### src/rtl/wb_regfile_pkg.sv
// Shared datapath constants, types and helpers for the write-back register file.
package wb_regfile_pkg;

    localparam int REG_COUNT   = 32;
    localparam int REG_ADDR_W  = 5;
    localparam int DATA_W      = 8;
    localparam int RET_ADDR_W  = 14;
    localparam int LINK_HI_REG = 30;
    localparam int LINK_LO_REG = 31;

    typedef logic [DATA_W-1:0]     data_t;
    typedef logic [REG_ADDR_W-1:0] addr_t;
    typedef logic [RET_ADDR_W-1:0] ret_addr_t;

    // Upper part of a return address, zero-extended to a register (goes to R30).
    function automatic data_t link_hi_data(input ret_addr_t ret);
        return data_t'(ret[RET_ADDR_W-1:DATA_W]);
    endfunction

    // Lower byte of a return address (goes to R31).
    function automatic data_t link_lo_data(input ret_addr_t ret);
        return ret[DATA_W-1:0];
    endfunction

endpackage

### src/rtl/wb_regfile_if.sv
// Write-back / read bus of the register file.
// Handshake: there is none; every write enable and read index is sampled on
// each rising clock edge, and read data / conflict flag are valid one cycle later.
interface wb_regfile_if;
    import wb_regfile_pkg::*;

    data_t     wr_data_top;
    data_t     wr_data_bot;
    addr_t     wr_addr_top;
    addr_t     wr_addr_bot;
    logic [1:0] wen;
    logic      link_wen;
    ret_addr_t ret_addr;
    addr_t     rd_addr_a;
    addr_t     rd_addr_b;
    data_t     rd_data_a;
    data_t     rd_data_b;
    logic      wr_conflict;

    modport master (
        output wr_data_top, wr_data_bot, wr_addr_top, wr_addr_bot,
        output wen, link_wen, ret_addr, rd_addr_a, rd_addr_b,
        input  rd_data_a, rd_data_b, wr_conflict
    );

    modport slave (
        input  wr_data_top, wr_data_bot, wr_addr_top, wr_addr_bot,
        input  wen, link_wen, ret_addr, rd_addr_a, rd_addr_b,
        output rd_data_a, rd_data_b, wr_conflict
    );

endinterface

### src/rtl/wb_write_arbiter.sv
// Resolves the three write sources (link, top, bottom) into one enable and one
// data word per register, and flags when two sources hit the same nonzero register.
module wb_write_arbiter
    import wb_regfile_pkg::*;
(
    input  logic                  link_wen_i,
    input  ret_addr_t             ret_addr_i,
    input  logic [1:0]            wen_i,
    input  addr_t                 wr_addr_top_i,
    input  data_t                 wr_data_top_i,
    input  addr_t                 wr_addr_bot_i,
    input  data_t                 wr_data_bot_i,
    output logic [REG_COUNT-1:0]  we_o,
    output data_t [REG_COUNT-1:0] wdata_o,
    output logic                  conflict_o
);

    logic hit_bot;
    logic hit_top;
    logic hit_link;

    // Per-register priority: link over top over bottom; R0 is never enabled.
    always_comb begin
        we_o       = '0;
        wdata_o    = '0;
        conflict_o = 1'b0;
        hit_bot    = 1'b0;
        hit_top    = 1'b0;
        hit_link   = 1'b0;
        for (int i = 1; i < REG_COUNT; i++) begin
            hit_bot  = wen_i[0] && (wr_addr_bot_i == addr_t'(i));
            hit_top  = wen_i[1] && (wr_addr_top_i == addr_t'(i));
            hit_link = link_wen_i && ((i == LINK_HI_REG) || (i == LINK_LO_REG));

            we_o[i] = hit_bot || hit_top || hit_link;
            if (hit_link) begin
                wdata_o[i] = (i == LINK_HI_REG) ? link_hi_data(ret_addr_i)
                                                : link_lo_data(ret_addr_i);
            end else if (hit_top) begin
                wdata_o[i] = wr_data_top_i;
            end else if (hit_bot) begin
                wdata_o[i] = wr_data_bot_i;
            end

            if ((hit_bot && hit_top) || (hit_bot && hit_link) || (hit_top && hit_link)) begin
                conflict_o = 1'b1;
            end
        end
    end

endmodule

### src/rtl/wb_regfile.sv
// 32 x 8-bit write-back register file with two write ports, a link write
// (return address into R30/R31) and two registered read ports.
// Optional macro WB_REGFILE_BYPASS_EN: reads see same-cycle writes. When it is
// undefined, reads return pre-write contents and forwarding of the in-flight
// write-back value is left to the hazard unit.
module wb_regfile
    import wb_regfile_pkg::*;
(
    input  logic         clock,
    input  logic         nreset,
    wb_regfile_if.slave  rf_bus
);

    logic [REG_COUNT-1:0]  we;
    data_t [REG_COUNT-1:0] wdata;
    logic                  conflict_d;
    logic                  conflict_q;
    data_t                 regs_q [REG_COUNT];
    data_t                 rd_a_d;
    data_t                 rd_a_q;
    data_t                 rd_b_d;
    data_t                 rd_b_q;

    wb_write_arbiter u_arbiter (
        .link_wen_i    (rf_bus.link_wen),
        .ret_addr_i    (rf_bus.ret_addr),
        .wen_i         (rf_bus.wen),
        .wr_addr_top_i (rf_bus.wr_addr_top),
        .wr_data_top_i (rf_bus.wr_data_top),
        .wr_addr_bot_i (rf_bus.wr_addr_bot),
        .wr_data_bot_i (rf_bus.wr_data_bot),
        .we_o          (we),
        .wdata_o       (wdata),
        .conflict_o    (conflict_d)
    );

    // Read-port next values; R0 is held at zero so it reads 0 naturally.
    always_comb begin
        rd_a_d = regs_q[rf_bus.rd_addr_a];
        rd_b_d = regs_q[rf_bus.rd_addr_b];
`ifdef WB_REGFILE_BYPASS_EN
        if (we[rf_bus.rd_addr_a]) begin
            rd_a_d = wdata[rf_bus.rd_addr_a];
        end
        if (we[rf_bus.rd_addr_b]) begin
            rd_b_d = wdata[rf_bus.rd_addr_b];
        end
`endif
    end

    // Register array and read/conflict registers; reset wins over any write.
    always_ff @(posedge clock) begin
        if (!nreset) begin
            for (int i = 0; i < REG_COUNT; i++) begin
                regs_q[i] <= '0;
            end
            rd_a_q     <= '0;
            rd_b_q     <= '0;
            conflict_q <= 1'b0;
        end else begin
            for (int i = 1; i < REG_COUNT; i++) begin
                if (we[i]) begin
                    regs_q[i] <= wdata[i];
                end
            end
            rd_a_q     <= rd_a_d;
            rd_b_q     <= rd_b_d;
            conflict_q <= conflict_d;
        end
    end

    assign rf_bus.rd_data_a   = rd_a_q;
    assign rf_bus.rd_data_b   = rd_b_q;
    assign rf_bus.wr_conflict = conflict_q;

endmodule

### src/flat_wrapper.sv
// flat-port wrapper written by rule: the top's interface ports become plain ports
module wb_regfile_flat import wb_regfile_pkg::*;
  (clock, nreset, rf_bus_wr_data_top, rf_bus_wr_data_bot, rf_bus_wr_addr_top, rf_bus_wr_addr_bot, rf_bus_wen, rf_bus_link_wen, rf_bus_ret_addr, rf_bus_rd_addr_a, rf_bus_rd_addr_b, rf_bus_rd_data_a, rf_bus_rd_data_b, rf_bus_wr_conflict);
  wb_regfile_if rf_bus_i ();
  input  logic clock;
  input  logic nreset;
  input wire logic [$bits(rf_bus_i.wr_data_top)-1:0] rf_bus_wr_data_top;
  input wire logic [$bits(rf_bus_i.wr_data_bot)-1:0] rf_bus_wr_data_bot;
  input wire logic [$bits(rf_bus_i.wr_addr_top)-1:0] rf_bus_wr_addr_top;
  input wire logic [$bits(rf_bus_i.wr_addr_bot)-1:0] rf_bus_wr_addr_bot;
  input wire logic [$bits(rf_bus_i.wen)-1:0] rf_bus_wen;
  input wire logic [$bits(rf_bus_i.link_wen)-1:0] rf_bus_link_wen;
  input wire logic [$bits(rf_bus_i.ret_addr)-1:0] rf_bus_ret_addr;
  input wire logic [$bits(rf_bus_i.rd_addr_a)-1:0] rf_bus_rd_addr_a;
  input wire logic [$bits(rf_bus_i.rd_addr_b)-1:0] rf_bus_rd_addr_b;
  output wire logic [$bits(rf_bus_i.rd_data_a)-1:0] rf_bus_rd_data_a;
  output wire logic [$bits(rf_bus_i.rd_data_b)-1:0] rf_bus_rd_data_b;
  output wire logic [$bits(rf_bus_i.wr_conflict)-1:0] rf_bus_wr_conflict;
  assign rf_bus_i.wr_data_top = rf_bus_wr_data_top;
  assign rf_bus_i.wr_data_bot = rf_bus_wr_data_bot;
  assign rf_bus_i.wr_addr_top = rf_bus_wr_addr_top;
  assign rf_bus_i.wr_addr_bot = rf_bus_wr_addr_bot;
  assign rf_bus_i.wen = rf_bus_wen;
  assign rf_bus_i.link_wen = rf_bus_link_wen;
  assign rf_bus_i.ret_addr = rf_bus_ret_addr;
  assign rf_bus_i.rd_addr_a = rf_bus_rd_addr_a;
  assign rf_bus_i.rd_addr_b = rf_bus_rd_addr_b;
  assign rf_bus_rd_data_a = rf_bus_i.rd_data_a;
  assign rf_bus_rd_data_b = rf_bus_i.rd_data_b;
  assign rf_bus_wr_conflict = rf_bus_i.wr_conflict;
  wb_regfile u_core (.clock(clock), .nreset(nreset), .rf_bus(rf_bus_i));
endmodule
### config.mk
export PLATFORM = sky130hd
export DESIGN_NAME = wb_regfile_flat
export DESIGN_NICKNAME = d
export VERILOG_FILES = /design/src/rtl/wb_regfile_pkg.sv /design/src/rtl/wb_regfile_if.sv /design/src/rtl/wb_write_arbiter.sv /design/src/rtl/wb_regfile.sv /design/src/flat_wrapper.sv
export SDC_FILE = /design/constraint.sdc
export NUM_CORES = 1
export LEC_CHECK = 0
export CORE_MARGIN = 2
export CORE_UTILIZATION = 55
export DETAILED_ROUTE_END_ITERATION = 8
export HOLD_SLACK_MARGIN = 0.03
export PLACE_DENSITY_LB_ADDON = 0.2
export SLEW_MARGIN = 20
export SYNTH_ARGS = -nofsm -noshare
export SYNTH_HDL_FRONTEND = slang
export SYNTH_SLANG_ARGS = --single-unit
### constraint.sdc
create_clock -name clock -period 3.28 [get_ports clock]
set_input_delay 0.984 -clock clock [delete_from_list [all_inputs] [get_ports clock]]
set_output_delay 0.984 -clock clock [all_outputs]
set_load 0.01 [all_outputs]
==> results of run 1 <==
## cells by family (layout without fill, tap and decap cells)
kind of cell,Yosys count,after routing,share of synthesized area
xor gates and xnor gates,2,2,0.00105
and+or+nand+nor,605,605,0.162
AOI/OAI and AO/OA,297,297,0.114
buffers and inverters,150,255,0.0394
muxes,176,176,0.215
DFF,265,265,0.468
## area by class of cell
| type | count | area, sq um |
|---|---|---|
| Fill cell | 2211 | 10500 |
| Timing Repair Buffer | 202 | 1890 |
| Multi-Input combinational cell | 1080 | 8220 |
| Tap cell | 390 | 488 |
| Clock inverter | 17 | 123 |
| Inverter | 3 | 13.8 |
| Clock buffer | 33 | 741 |
| Sequential cell | 265 | 7790 |
## stage by stage
step           cells  hold slack, ps  total power (uW)  worst slack [ps]
5_1_grt         1990             977              8760               448
6_report        1990             936              8580               570
4_1_cts         1990             938              8530               643
3_5_place_dp    1940             896              5550               103
2_1_floorplan   1495             797              4920               505
3_3_place_gp    1940             893              5510               127
## worst register-to-register path, cell delays in order, from the launching register on
cell,delay (ps)
edfxtp_1,450
mux4_2,520
mux4_2,570
mux2i_1,260
nor2_1,70
## power groups by stage
stage	logic [uW]	registers (uW)	clock network (uW)
finish	1460	4070	3050
global route	1510	4080	3160
CTS	1430	4060	3040
detailed placement	1420	4130	0
global placement	1400	4110	0
floorplan	853	4070	0
## sequential cells by signal, summed over array words and instances, names as in the netlist
signal,flops
u_core.regs_q,248
u_core.rf_bus.rd_data_a,8
u_core.rf_bus.rd_data_b,8
u_core.rf_bus.wr_conflict,1
## path summary, 6_finish.rpt
path	cells after the start	start	end	slack [ps]
hold / removal	4	u_core.regs_q[2][2]	u_core.rf_bus.rd_data_b[2]	940
setup reg to reg	4	u_core.regs_q[15][4]	u_core.rf_bus.rd_data_a[4]	1290
hold reg to reg	4	u_core.regs_q[2][2]	u_core.rf_bus.rd_data_b[2]	940
setup / recovery	5	rf_bus_wr_addr_top[2]	u_core.regs_q[21][0]	570
## placed cells by master (no fill, tap or decap), types with 29 or more instances in the layout
cell             instances
clkdlybuf4s50_1         67
a22oi_1                 92
clkbuf_16               29
mux4_2                 144
nor2_1                 150
nand2_1                281
nand3_1                 65
edfxtp_1               248
a21oi_1                137
buf_4                  116
## per-layer routing
metal  global-route usage  vias to the layer above  routed length (um)
li1                     -                     5891                   -
met1                0.521                     6790               20500
met3               0.0731                      174                8230
met2                0.528                     1310               24700
met5                    0                        -                  13
met4                0.139                        2                2320
==> metrics.md, run 1 <==
| Metric | Value |
|---|---|
| Status | `complete, no violations` |
| Peak supply drop | `between 300 and 400 uV` |
| Delay-heaviest family, CP | `simple AND/OR/NAND/NOR gates` |
| Routed WL | `55,800 um` |
| Final Util | `0.648` |
| GRT Resource Usage Total | `0.356` |
| Ys flop type | `edfxtp_1` |
| Cell area after layout | `between 15,000 and 20,000 sq um` |
| Crit path max-delay cell type | `clkdlybuf4s50_1` |
| Crit path buf inv count | `2` |
| Min Clock Period, post-route | `2710 ps` |
| Post_cts resized | `0` |
| Rows | `between 60 and 70` |
| Vias in the first global route | `13.3k` |
| Critical path peak fanout | `14` |
| Placed standard-cell area | `18,400 sq um` |
| Synth top area cells | `edfxtp_1 (45%), mux4_2 (19%), nand2_1 (6.3%)` |
| Final Hold Fails | `0` |
| H-tree levels | `1` |
| Top cells by count, synth | `nand2_1 (281), edfxtp_1 (248), nor2_1 (150), mux4_2 (144), a21oi_1 (137)` |
| CTS Buf Count | `28` |
| CP arrival | `2910 ps` |
| Layout Skew | `20.6 ps` |
| Die W | `roughly 180 um` |
| Max Clk Rate | `369 MHz` |
| Combinational Power Share | `0.170` |
| Yosys top cell area share | `0.447` |
| Die area | `31,700 sq um` |
| Crit path largest cell delay | `between 700 and 800 ps` |
| Slew headroom | `0.394` |
| Largest net degree at the start of global routing | `103` |
| Register area share after synthesis | `0.468` |
| Share of post-route cells with drive strength above 1 | `0.216` |
| EDFF count, synth | `248` |
| Mean Syn Cell Area | `approximately 11 sq um` |
| Mapped Cells | `about 1.5k` |
| Initial Utilization | `0.560` |
| Clock buffer depth | `3` |
| Clock power frac | `0.355` |
| Vias | `14.2k` |
| PwrDens | `between 400 and 500 nW/um^2` |
| Routed length per instance | `28.0 um` |
| Synth Cell Area | `16,600 sq um` |
| Crit path cell chain | `clkdlybuf4s50_1 > nand4_1 > nor2_1 > buf_4 > nand3b_1` |
| YS warnings | `0` |
| Diode count | `0` |
| Clk slew on worst S/H paths | `60 ps` |
| Setup bufs post-CTS | `0` |
| TritonCTS clock tree | `yes` |
| Sink Count | `265` |
| Pins Over Slew Limit | `0` |
| Worst-skew pair later-pin latency | `550 ps` |
| Worst endpoint required time | `3480 ps` |
| Crit share post-route | `0.826` |
| Post-synth top area cell | `edfxtp_1` |
| Unrepaired setup endpoints after global routing | `no` |
| Hold_buf cts | `0` |
| Top-count cell post-synth | `nand2_1` |
| Initial antenna violation count | `3` |
| Die height | `178 um` |
| Final ANT Viol Nets | `0` |
| Starting DRT DRC Count | `2,622` |
| Max-cap viol count | `0` |
| TNS Setup | `0 ps` |
| Syn Nets | `~1.6k` |
| GPL Wtd Cong | `1.03` |
| First-pass GRT wire length | `82,300 um` |
| Crit. End Element | `register` |
| Ports | `slightly above 70` |
| Reg power frac | `0.474` |
| Ys async rst share | `0` |
| Hold Path Class | `register to register` |
| Final HPWL DP | `roughly 40,000 um` |
| Avg Vias per Cell | `~7.1` |
| Synth cell types | `52` |
| Std-Cell Core Area | `29,700 sq um` |
| DRT Pass-1 Iters | `8` |
| Sw power | `2250 uW` |
| CTS root buffer | `clkbuf_16` |
| Critical path launch point type | `input pin` |
| CP Class | `input pin to register` |
| GRT overflow | `0` |
| Net Sw Frac | `0.262` |
| Drt drc | `0` |
| Area grow syn2layout | `15.7%` |
| Lkg Pwr | `0.00671 uW` |
| Port bufs | `71` |
| Tightest Pin Transition | `roughly 900 ps` |
| Final Setup Violations | `0` |
| Fin nets | `~1.6k` |
| Seq cells post-synth | `265` |
| P_int | `6340 uW` |
(Power assumes the default switching activity.)
==> inputs of run 2 (changes only) <==
==> constraint.sdc (replaced) <==
create_clock -name clock -period 2.2 [get_ports clock]
set_input_delay 0.66 -clock clock [delete_from_list [all_inputs] [get_ports clock]]
set_output_delay 0.66 -clock clock [all_outputs]
set_load 0.01 [all_outputs]
==> metrics.md, run 2 (synthesis gave the netlist of run 1 again) <==
| Metric | Value |
|---|---|
| Status | `complete, no violations` |
| Unrepaired setup endpoints after global routing | `yes` |
| Drt drc | `0` |
| Setup WS pre-CTS | `-700 ps` |
| Clk slew on worst S/H paths | `60 ps` |
| Crit. End Element | `register` |
| Clock buffer depth | `3` |
| Min Clock Period, post-route | `2170 ps` |
| Crit share post-route | `0.986` |
| DRT Pass-1 Iters | `6` |
| Dpl cells | `2,045` |
| TNS Setup | `0 ps` |
| Pins Over Slew Limit | `0` |
| Largest net degree at the start of global routing | `51` |
| Initial Utilization | `0.560` |
| CTS Buf Count | `30` |
| Hold Path Class | `input pin to register` |
| Initial antenna violation count | `1` |
| Port bufs | `71` |
| GRT overflow | `0` |
| Rows | `63` |
| Die area | `31,700 sq um` |
| Commonest non-fill, non-tap cell in the layout | `nand2_1` |
| Max-cap viol count | `0` |
| GPL Wtd Cong | `slightly above 1` |
| PwrDens | `681 nW/um^2` |
| GRT Resource Usage Total | `0.396` |
| Sink Count | `265` |
| Vias in the first global route | `between 10k and 15k` |
| Lkg Pwr | `0.00749 uW` |
| H-tree levels | `1` |
| Die height | `178 um` |
| CTS root buffer | `clkbuf_16` |
| First-pass GRT wire length | `91,100 um` |
| Most flops, register | `u_core.regs_q` |
| Final Hold Fails | `0` |
| Slew headroom | `0.566` |
| Final HPWL DP | `43,100 um` |
| Starting DRT DRC Count | `about 2.7k` |
| Commonest cells after routing, fill and taps aside | `nand2_1 (276), edfxtp_1 (248), buf_4 (188), mux4_2 (144), nor2_1 (142)` |
| Die W | `178 um` |
| CP Class | `input pin to register` |
| Final Setup Violations | `0` |
| Area grow syn2layout | `24.7%` |
| WHS | `805 ps` |
| Share of post-route cells with drive strength above 1 | `0.281` |
| Peak supply drop | `roughly 700 uV` |
| TritonCTS clock tree | `yes` |
| Max Clk Rate | `461 MHz` |
| Fin nets | `1,742` |
| Worst endpoint required time | `2620 ps` |
| Final worst setup slack | `30.0 ps` |
| Std-Cell Core Area | `29,700 sq um` |
| Max reg flops | `approximately 250` |
| Routed WL | `between 60,000 and 70,000 um` |
| Ports | `72` |
| Final ANT Viol Nets | `0` |
| PnR Total Power | `14,100 uW` |
| Tightest Pin Transition | `around 650 ps` |
| Final non-filler cell total | `around 2.1k` |
| Filler cells | `approximately 2.1k` |
| Critical path launch point type | `input pin` |
| Worst-skew pair later-pin latency | `580 ps` |
| Layout Skew | `13.6 ps` |
| Avg Vias per Cell | `7.06` |
| Vias | `approximately 15k` |
| CP arrival | `2590 ps` |
| Routed length per instance | `29.2 um` |
| Critical path peak fanout | `10` |
run 2: stage by stage:
stage,util,cell area (sq um)
global route,0.698,20800
floorplan,-,16800
detailed placement,0.659,19600
CTS,0.695,20700
finish,0.698,20800
global placement,0.659,19600
run 2: cell type report:
type	instances	area, sq um	share of cell area
Multi-Input combinational cell	1080	8300	0.400
Timing Repair Buffer	307	3080	0.148
Inverter	3	13.8	0.000663
Clock inverter	23	299	0.0144
Clock buffer	33	783	0.0377
Antenna cell	1	2.50	0.000121
Sequential cell	265	7790	0.375
Tap cell	390	488	0.0235
run 2: final timing paths:
| check | startpoint | cells past startpoint | slack [ps] | endpoint |
|---|---|---|---|---|
| max | rf_bus_wr_addr_bot[2] | 7 | 30 | u_core.regs_q[20][3] |
| min reg2reg | u_core.regs_q[2][5] | 4 | 950 | u_core.rf_bus.rd_data_b[5] |
| max reg2reg | u_core.regs_q[10][1] | 4 | 200 | u_core.rf_bus.rd_data_a[1] |
| min | rf_bus_ret_addr[2] | 3 | 800 | u_core.regs_q[31][2] |
run 2: power breakdown:
group / internal (uW) / leakage [uW] / switching [uW]
sequential: 5860 / 0.00254 / 236
combinational: 1150 / 0.00444 / 1300
clock: 3380 / 0.000524 / 2200
total: 10400 / 0.00749 / 3740
run 2: critical path: stages:
cell and delay, ps:
clkdlybuf4s50_1 660, nor2b_1 400, nand3_1 280, nor2_1 160, buf_4 200, a22oi_1 90, nor2_1 140
run 2: timing repair:
action | in CTS | in global routing
gates resized for setup | 4 | 28
pin swaps | 0 | 2
hold buffers | 0 | 0
setup endpoints to repair | 35 | 191
buffers inserted | 0 | 0
run 2: metal layers:
metal / vias up / track usage / wire, um
met1: 7156 / 0.556 / 21900
met2: 1360 / 0.572 / 26400
met4: 0 / 0.171 / 3150
met5: - / 0 / 0
li1: 6108 / - / -
met3: 226 / 0.123 / 10000
